--- config.mk ---
export PLATFORM = sky130hd
export DESIGN_NAME = sample_mem_arbiter
export DESIGN_NICKNAME = d
export VERILOG_FILES = /design/src/rtl/sample_mem_arbiter.sv
export SDC_FILE = /design/constraint.sdc
export NUM_CORES = 1
export LEC_CHECK = 0
export BUFFER_PORTS_ARGS = -buffer_cell sky130_fd_sc_hd__clkbuf_2
export CAP_MARGIN = 10
export CORE_UTILIZATION = 35
export CTS_CLUSTER_SIZE = 10
export DETAILED_ROUTE_END_ITERATION = 8
export GPL_ROUTABILITY_DRIVEN = 0
export SETUP_SLACK_MARGIN = 0.02
export SKIP_LAST_GASP = 1
export SYNTH_ARGS = -nofsm -noshare
export SYNTH_HDL_FRONTEND = slang
export SYNTH_SLANG_ARGS = --single-unit
--- constraint.sdc ---
create_clock -name clk -period 3.65 [get_ports clk]
set_clock_uncertainty 0.2 [all_clocks]
set_input_delay 0.365 -clock clk [delete_from_list [all_inputs] [get_ports clk]]
set_output_delay 0.365 -clock clk [all_outputs]
set_load 0.01 [all_outputs]
--- src/rtl/sample_mem_arbiter.sv ---
// Purpose : shares one single-port sample RAM between the capture write stream and host readout, as a circular buffer.
// Latency : read issue to rd_valid = 2 cycles (RAM read + output buffer capture); writes land in RAM the cycle they arrive.
// Backpr. : writes are never stalled (dropped + sticky overflow when full); page_full warns HEADROOM words early; readout is valid/ready.
//
// Ports:
//   clk, reset           clock; synchronous active-high reset
//   flush                clears pointers, occupancy, overflow, in-flight read and output buffer
//   wr_en, wr_data       capture packet stream (no stall)
//   page_full, overflow  back-pressure to capture core; sticky drop flag
//   rd_valid, rd_ready,  readout stream, rd_data registered and held while stalled
//   rd_data
//   occupancy            words in RAM not yet fetched (0..DEPTH)
//   mem_*                single-port RAM interface; mem_rdata valid 1 cycle after a read issue
//   drop_count           only when SMA_DROP_COUNT_EN is defined: saturating dropped-write counter
//
// Optional feature macro: SMA_DROP_COUNT_EN

module sample_mem_arbiter #(
    parameter int PACKET_WIDTH = 32,
    parameter int ADDR_WIDTH   = 10,
    parameter int HEADROOM     = 4
) (
    input  logic                    clk,
    input  logic                    reset,
    input  logic                    flush,
    input  logic                    wr_en,
    input  logic [PACKET_WIDTH-1:0] wr_data,
    output logic                    page_full,
    output logic                    overflow,
    output logic                    rd_valid,
    input  logic                    rd_ready,
    output logic [PACKET_WIDTH-1:0] rd_data,
    output logic [ADDR_WIDTH:0]     occupancy,
    output logic                    mem_en,
    output logic                    mem_we,
    output logic [ADDR_WIDTH-1:0]   mem_addr,
    output logic [PACKET_WIDTH-1:0] mem_wdata,
    input  logic [PACKET_WIDTH-1:0] mem_rdata
`ifdef SMA_DROP_COUNT_EN
    ,
    output logic [15:0]             drop_count
`endif
);

    localparam int DEPTH = 1 << ADDR_WIDTH;
    localparam logic [ADDR_WIDTH:0] DEPTH_OCC  = (ADDR_WIDTH+1)'(DEPTH);
    localparam logic [ADDR_WIDTH:0] FULL_LEVEL = (ADDR_WIDTH+1)'(DEPTH - HEADROOM);

    typedef enum logic [1:0] {
        IDLE   = 2'd0,
        ACTIVE = 2'd1,
        DRAIN  = 2'd2
    } state_t;

    state_t                  state;
    state_t                  stateNext;

    logic [ADDR_WIDTH-1:0]   wrPtr;
    logic [ADDR_WIDTH-1:0]   rdPtr;
    logic [ADDR_WIDTH:0]     occNext;
    logic                    readInFlight;
    logic [1:0]              bufCount;
    logic [PACKET_WIDTH-1:0] bufHead;
    logic [PACKET_WIDTH-1:0] bufTail;

    logic                    clear;
    logic                    bufferFull;
    logic                    wrAccept;
    logic                    wrDrop;
    logic                    rdIssue;
    logic                    popWord;
    logic [1:0]              slotsUsed;

    assign clear      = reset | flush;
    assign bufferFull = (occupancy == DEPTH_OCC);
    assign wrAccept   = !clear && wr_en && !bufferFull;
    assign wrDrop     = !clear && wr_en && bufferFull;
    assign popWord    = rd_valid && rd_ready;

    // Output-buffer slots that will be committed once this cycle's pop is
    // taken into account. Counting the pop lets a read issue every cycle
    // while the consumer keeps up, yet never lets more than two words be
    // owed to the 2-entry buffer.
    assign slotsUsed  = bufCount + {1'b0, readInFlight} - {1'b0, popWord};

    // The write stream always owns the RAM port; reads only fill idle cycles.
    assign rdIssue    = !clear && !wr_en && (occupancy != '0) && (slotsUsed < 2'd2);

    assign mem_en     = wrAccept || rdIssue;
    assign mem_we     = wrAccept;
    assign mem_addr   = wrAccept ? wrPtr : rdPtr;
    assign mem_wdata  = wr_data;

    assign rd_valid   = (bufCount != 2'd0);
    assign rd_data    = bufHead;

    always_comb begin
        occNext = occupancy;
        if (wrAccept) begin
            occNext = occupancy + 1'b1;
        end else if (rdIssue) begin
            occNext = occupancy - 1'b1;
        end
    end

    // Pointers, occupancy and flags.
    always_ff @(posedge clk) begin
        if (clear) begin
            wrPtr     <= '0;
            rdPtr     <= '0;
            occupancy <= '0;
            page_full <= 1'b0;
            overflow  <= 1'b0;
        end else begin
            if (wrAccept) begin
                wrPtr <= wrPtr + 1'b1;
            end
            if (rdIssue) begin
                rdPtr <= rdPtr + 1'b1;
            end
            occupancy <= occNext;
            page_full <= (occNext >= FULL_LEVEL);
            if (wrDrop) begin
                overflow <= 1'b1;
            end
        end
    end

`ifdef SMA_DROP_COUNT_EN
    always_ff @(posedge clk) begin
        if (clear) begin
            drop_count <= '0;
        end else if (wrDrop && (drop_count != 16'hFFFF)) begin
            drop_count <= drop_count + 1'b1;
        end
    end
`endif

    // Output buffer occupancy and read-in-flight tracking. The RAM word for
    // a read issued last cycle is on mem_rdata now and is always pushed.
    always_ff @(posedge clk) begin
        if (clear) begin
            readInFlight <= 1'b0;
            bufCount     <= 2'd0;
        end else begin
            readInFlight <= rdIssue;
            case ({readInFlight, popWord})
                2'b10:   bufCount <= bufCount + 1'b1;
                2'b01:   bufCount <= bufCount - 1'b1;
                default: bufCount <= bufCount;
            endcase
        end
    end

    // Output buffer data; head is what rd_data shows and only moves on a pop
    // or on a push into an empty (or emptying) buffer.
    always_ff @(posedge clk) begin
        case ({readInFlight, popWord})
            2'b10: begin
                if (bufCount == 2'd0) begin
                    bufHead <= mem_rdata;
                end else begin
                    bufTail <= mem_rdata;
                end
            end
            2'b01: begin
                bufHead <= bufTail;
            end
            2'b11: begin
                if (bufCount == 2'd1) begin
                    bufHead <= mem_rdata;
                end else begin
                    bufHead <= bufTail;
                    bufTail <= mem_rdata;
                end
            end
            default: begin
                bufHead <= bufHead;
            end
        endcase
    end

    // Buffer lifecycle tracking.
    always_ff @(posedge clk) begin
        if (clear) begin
            state <= IDLE;
        end else begin
            state <= stateNext;
        end
    end

    always_comb begin
        stateNext = state;
        case (state)
            IDLE: begin
                if (wrAccept) begin
                    stateNext = ACTIVE;
                end
            end
            ACTIVE: begin
                if (!wrAccept && (occNext == '0)) begin
                    stateNext = (rd_valid || readInFlight || rdIssue) ? DRAIN : IDLE;
                end
            end
            DRAIN: begin
                if (wrAccept) begin
                    stateNext = ACTIVE;
                end else if (!rd_valid && !readInFlight) begin
                    stateNext = IDLE;
                end
            end
            default: begin
                stateNext = IDLE;
            end
        endcase
    end

endmodule
[Word-level counts from Yosys, hierarchy flattened]
Index checks and enable logic that the tools add are counted.
Widths: inputs -> output; s select.
Word-level totals
  logic and storage cells: 57
  bits of input ports: 69
  memories kept: 0
  ROM bits: 0
  bits in writable memories: 0
  bits in latches: 0
  output and inout bits: 90
  register bits after elaboration: 100
Cells by class
  bitwise operators: 1
  shift operators: 0
  $lt $le $gt $ge: 2
  multipliers: 0
  eq/ne operators: 8
  reduce and logical (&&, ||, !) cells: 19
  add/subtract/negate cells: 8
  divide/modulo/power cells: 0
  muxes and demuxes: 10
Operators with widths (count)
  $mux 32: 4
  $pmux 32 s3: 1
  $pmux 32 s2: 1
  $mux 11: 2
  $add 10x1->10 const B: 2
  $add 11x1->11 const B: 1
  $eq 11x11->1 const B: 1
  $ge 11x10->1 const B: 1
  $reduce_bool 11->1: 1
  $sub 11x1->11 const B: 1
  $mux 10: 1
  $logic_and 1x1->1: 7
  $ne 2x2->1 const B: 3
  $reduce_bool 2->1: 3
  $eq 2x1->1 const B: 2
  $eq 2x2->1 const B: 2
  $pmux 2 s2: 1
  $logic_not 1->1: 3
  $reduce_and 3->1: 1
  $reduce_bool 3->1: 1
  $add 2x1->2: 1
  $add 2x1->2 const B: 1
  $logic_not 2->1: 1
  $lt 2x2->1 const B: 1
  5 further kinds: 5

[Longest topological paths before layout]
  depth after elaboration: 8
  mapped depth: 10
  mapped depth without buffers: 10

[Worst setup path before layout]
OpenSTA, ideal clock, no wires.
  path kind: reg-to-reg
  start: reg bufCount[1]
  end: reg bufHead[0], in the netlist rd_data[0], enable pin
  cell stages (with the launch flop): 5
  arrival: 3049 ps
  setup time: 466 ps
  data required time: 2984 ps
  buffers on the path: 0
  slack: -64 ps
  period minus slack after synthesis: 3714 ps
  cells stage by stage: dfxtp_1 inv_1 ha_1 inv_1 o21ai_0
Between the ends
  longest elaborated chain between the ends: 5
  elaborated cells between the ends (all ways): 9
  those cells by class: eq/ne (4); reduce/logical (5)
Ends and longest elaborated chain
  start, declared: RTL line 62  | logic [1:0] bufCount;
  start signal, assigned: RTL line 148  | 2'b10: bufCount <= bufCount + 1'b1;
  start signal, assigned: RTL line 149  | 2'b01: bufCount <= bufCount - 1'b1;
  start signal, assigned: RTL line 150  | default: bufCount <= bufCount;
  $reduce_bool 2->1 *: RTL line 94  | assign rd_valid = (bufCount != 2'd0);
  named net rd_valid: RTL line 30  | output logic rd_valid,
  $logic_and 1x1->1 *: RTL line 78  | assign popWord = rd_valid && rd_ready;
  $eq 2x2->1 or $eq 2x1->1 (tied branches): RTL line 158  | case ({readInFlight, popWord})
  $ne 2x2->1 (no source line) or $reduce_bool 3->1 (tied branches)
  $reduce_and 2->1 (no source line) *
  end signal, assigned: RTL line 161  | bufHead <= mem_rdata;
  end signal, assigned: RTL line 167  | bufHead <= bufTail;
  end signal, assigned: RTL line 171  | bufHead <= mem_rdata;
  end, declared: RTL line 63  | logic [PACKET_WIDTH-1:0] bufHead;
The timed path passes the listed nets; every way through them passes the cells marked *.
A chain may end at the register's enable or synchronous reset.

[Worst setup path in the final report]
  start: reg occupancy[0]
  end: out mem_addr[2]
Between the ends
  longest elaborated chain between the ends: 4
Ends and longest elaborated chain
  start, declared: RTL line 33  | output logic [ADDR_WIDTH:0] occupancy,
  start signal, assigned: RTL line 121  | occupancy <= occNext;
  $eq 11x11->1: RTL line 75  | assign bufferFull = (occupancy == DEPTH_OCC);
  $logic_not 1->1: RTL line 76  | assign wrAccept = !clear && wr_en && !bufferFull;
  $logic_and 1x1->1: RTL line 76
  $mux 10: RTL line 91  | assign mem_addr = wrAccept ? wrPtr : rdPtr;
  end, declared: RTL line 36  | output logic [ADDR_WIDTH-1:0] mem_addr,
Every way passes these cells.

==> metrics.txt <==
status=completed; Post-Synthesis Cell Area=4690 um^2; Post-synth EDFFs=64; Die X-Extent=118 um; FP Rows=41; Hold Fails Final Rpt=0; final WL=9570 um; Sw Ratio=20.9%; H-tree depth=3; largest net degree at the start of global routing=33; Non-Filler Instances=658; Tightest Pin Transition=1040 ps; fin. max-slew vios=0; switching pwr=471 uW; count of input and output buffers=94; drt first pass iters=4; first-pass GRT wire length=15,600 um; unrepaired setup endpoints after global routing=false; DIE HEIGHT=118 um; Layout fillers=1,257; initial DRC count=159; Data required, critical path=3080 ps; Critical Path Fanout Max=18; number of I/O pins=159; library cells used by synthesis=57; Tmin final=2940 ps; post-route design area=5520 um^2; clock-pin slew on the worst setup and hold paths=70 ps; vias in the first global route=3,168; Max VDD drop=0.213 mV; Comb power frac=4.6%; hpwl dp=6590 um; fraction of registers with async set or reset after synthesis=0%; Worst EP arrival=2370 ps; final setup vio count=0; Cell Int Power=1.79 mW; core area=12,800 um^2; CTS tree=built; vias post-DR=3,278; crit share post-route=80.5%; Routed WL per cell=14.5 um; Seq pwr share=53.6%; post-route ant nets=0; Num CTS Buffers=9; Post-synth top flop=edfxtp_1; PD cells=408 nW/um^2; maximum clock insertion buffer count=2; clock power share=41.8%; CP Capture Type=primary output; Rel. slew slack=30.5%; R2R Setup Slk=850 ps; FF-to-FF Start=bufCount[1]; #FFs+latches synth=100; Via density=4.98; Clk Latency, worst-skew pair=350 ps; Min-Delay Startpoint=mem_rdata[1]; Setup CP Type=register to primary output; Final TNS setup=0 ps; final net count=559; DRC=0; area grow syn2layout=17.8%; DP Worst Slack=855 ps; cts repair resizes=0; Clock Tree Root=clkbuf_16; Min-Delay Path Class=input pin to register; Critical Path Source=occupancy[0]; total gr overflow=0; Max Cap Viol=0; initial antenna violation count=0; DIE AREA=13,900 um^2; Avg Cell Area, Syn=11.4 um^2; Synth Net Count=490; Synth Warn #=0; layout cells sized above 1=27.8%; total power=2.26 mW; Startpoint Class=register; fmax=340 MHz; Mapped Cells=413; CTS Sinks=100; dpl cells=631; final setup margin=713 ps; Antenna diodes=0; Lkg Pwr=2.29 nW; sequential-to-total area share from yosys stat=56.3%; Total GRT Usage=14.3%; placed standard-cell area=5110 um^2; initial cell density of the core=36.6%
placed cells by master (no fill, tap or decap), types with 2 or more instances in the layout:
cell           instances
dfxtp_1               36
nor3_1                 3
inv_1                 10
nand4_1                8
a32oi_1                2
clkbuf_16              9
inv_6                  2
ha_1                   8
nand2_1               47
buf_4                  4
o21ai_0                8
xor2_1                13
mux2i_1                2
a31oi_1                2
dlygate4sd3_1         12
a21oi_1               10
nand3_1               14
or3_1                  7
nand3_2                2
and3_1                 5
and2_1                 5
nor2_1                35
clkbuf_2              94
a22o_1                32
edfxtp_1              64
nor4_1                 2
xnor2_1               12
nor4_4                 2
kinds of logic after synthesis:
group,after synthesis,share of synthesized area [%]
compound gates,65,10.6
mux,5,1.52
simple gates,146,16.9
xor+xnor,25,4.67
flops,100,56.3
fa+ha+maj,8,2.13
buf+inv,64,7.92
worst max-delay path: stages, from the launching register on:
cell and delay (ps):
dfxtp_1 360, inv_1 80, ha_1 210, nor2b_1 310
nand4_1 250, nand3_2 290, inv_2 180, o21ai_0 190
clkbuf_2 160
metrics by stage:
stage | hold slack [ps] | util (%)
3_5_place_dp | 268 | 39.9
3_3_place_gp | 255 | 39.9
5_1_grt | 0.127 | 43.1
2_1_floorplan | 258 | -
6_report | 14.6 | 43.1
4_1_cts | 0.737 | 42.7
power groups by stage:
stage / registers (mW) / clock network, mW / logic (mW)
after floorplan: 1.24 / 0 / 0.0869
after global placement: 1.24 / 0 / 0.0926
after detailed placement: 1.24 / 0 / 0.0949
after CTS: 1.21 / 0.978 / 0.101
after global routing: 1.21 / 1.01 / 0.115
final: 1.21 / 0.942 / 0.104
metal layers:
metal / part of all wire (%) / global-route usage, % / routed length (um)
met5: 0 / 0 / 0
met4: 1.4 / 4.81 / 130
met3: 6.7 / 5.57 / 641
met2: 45 / 22.9 / 4300
met1: 47 / 17.5 / 4490
synth_stat cells (all sizes together) (4+ instances only):
master	number	area share, %
buf	37	5.6
dfxtp	36	15
and3	5	0.67
nor2	36	2.9
ha	8	2.1
nor3	5	0.88
o21ai	9	0.96
a22o	32	6.0
edfxtp	64	41
or3	8	1.2
mux2i	4	1.2
clkbuf	15	1.2
inv	12	1.1
nor4	4	1.2
a21oi	11	1.2
nand4	10	1.8
nand3	16	1.9
xor2	13	2.4
nand2	48	4.0
and2	5	0.67
xnor2	12	2.2
path summary, 6_finish.rpt:
check,cells after the start,to
hold reg to reg,2,overflow
setup / recovery,8,mem_addr[2]
setup reg to reg,9,page_full
hold / removal,1,bufTail[1]
registers in the layout, summed over array words and instances, names as in the netlist:
| signal | count |
|---|---|
| bufCount | 2 |
| bufTail | 32 |
| occupancy | 11 |
| overflow | 1 |
| page_full | 1 |
| rdPtr | 10 |
| rd_data | 32 |
| readInFlight | 1 |
| wrPtr | 10 |
cell type report:
| type | count | area [um^2] | area share (%) |
|---|---|---|---|
| multi-input cells | 249 | 1710 | 30.9 |
| repair buffers | 110 | 621 | 11.2 |
| inverters | 12 | 50.0 | 0.906 |
| clock buffers | 9 | 225 | 4.08 |
| well taps | 172 | 215 | 3.90 |
| clock inverters | 6 | 63.8 | 1.16 |
| flip-flops and latches | 100 | 2640 | 47.8 |
what timing repair did:
item                                   4_1_cts  5_1_grt
buffers inserted                             0        0
hold buffers                                 7        5
endpoints found under the hold margin        7        5
No activity file was read; power rests on OpenSTA's default activity.
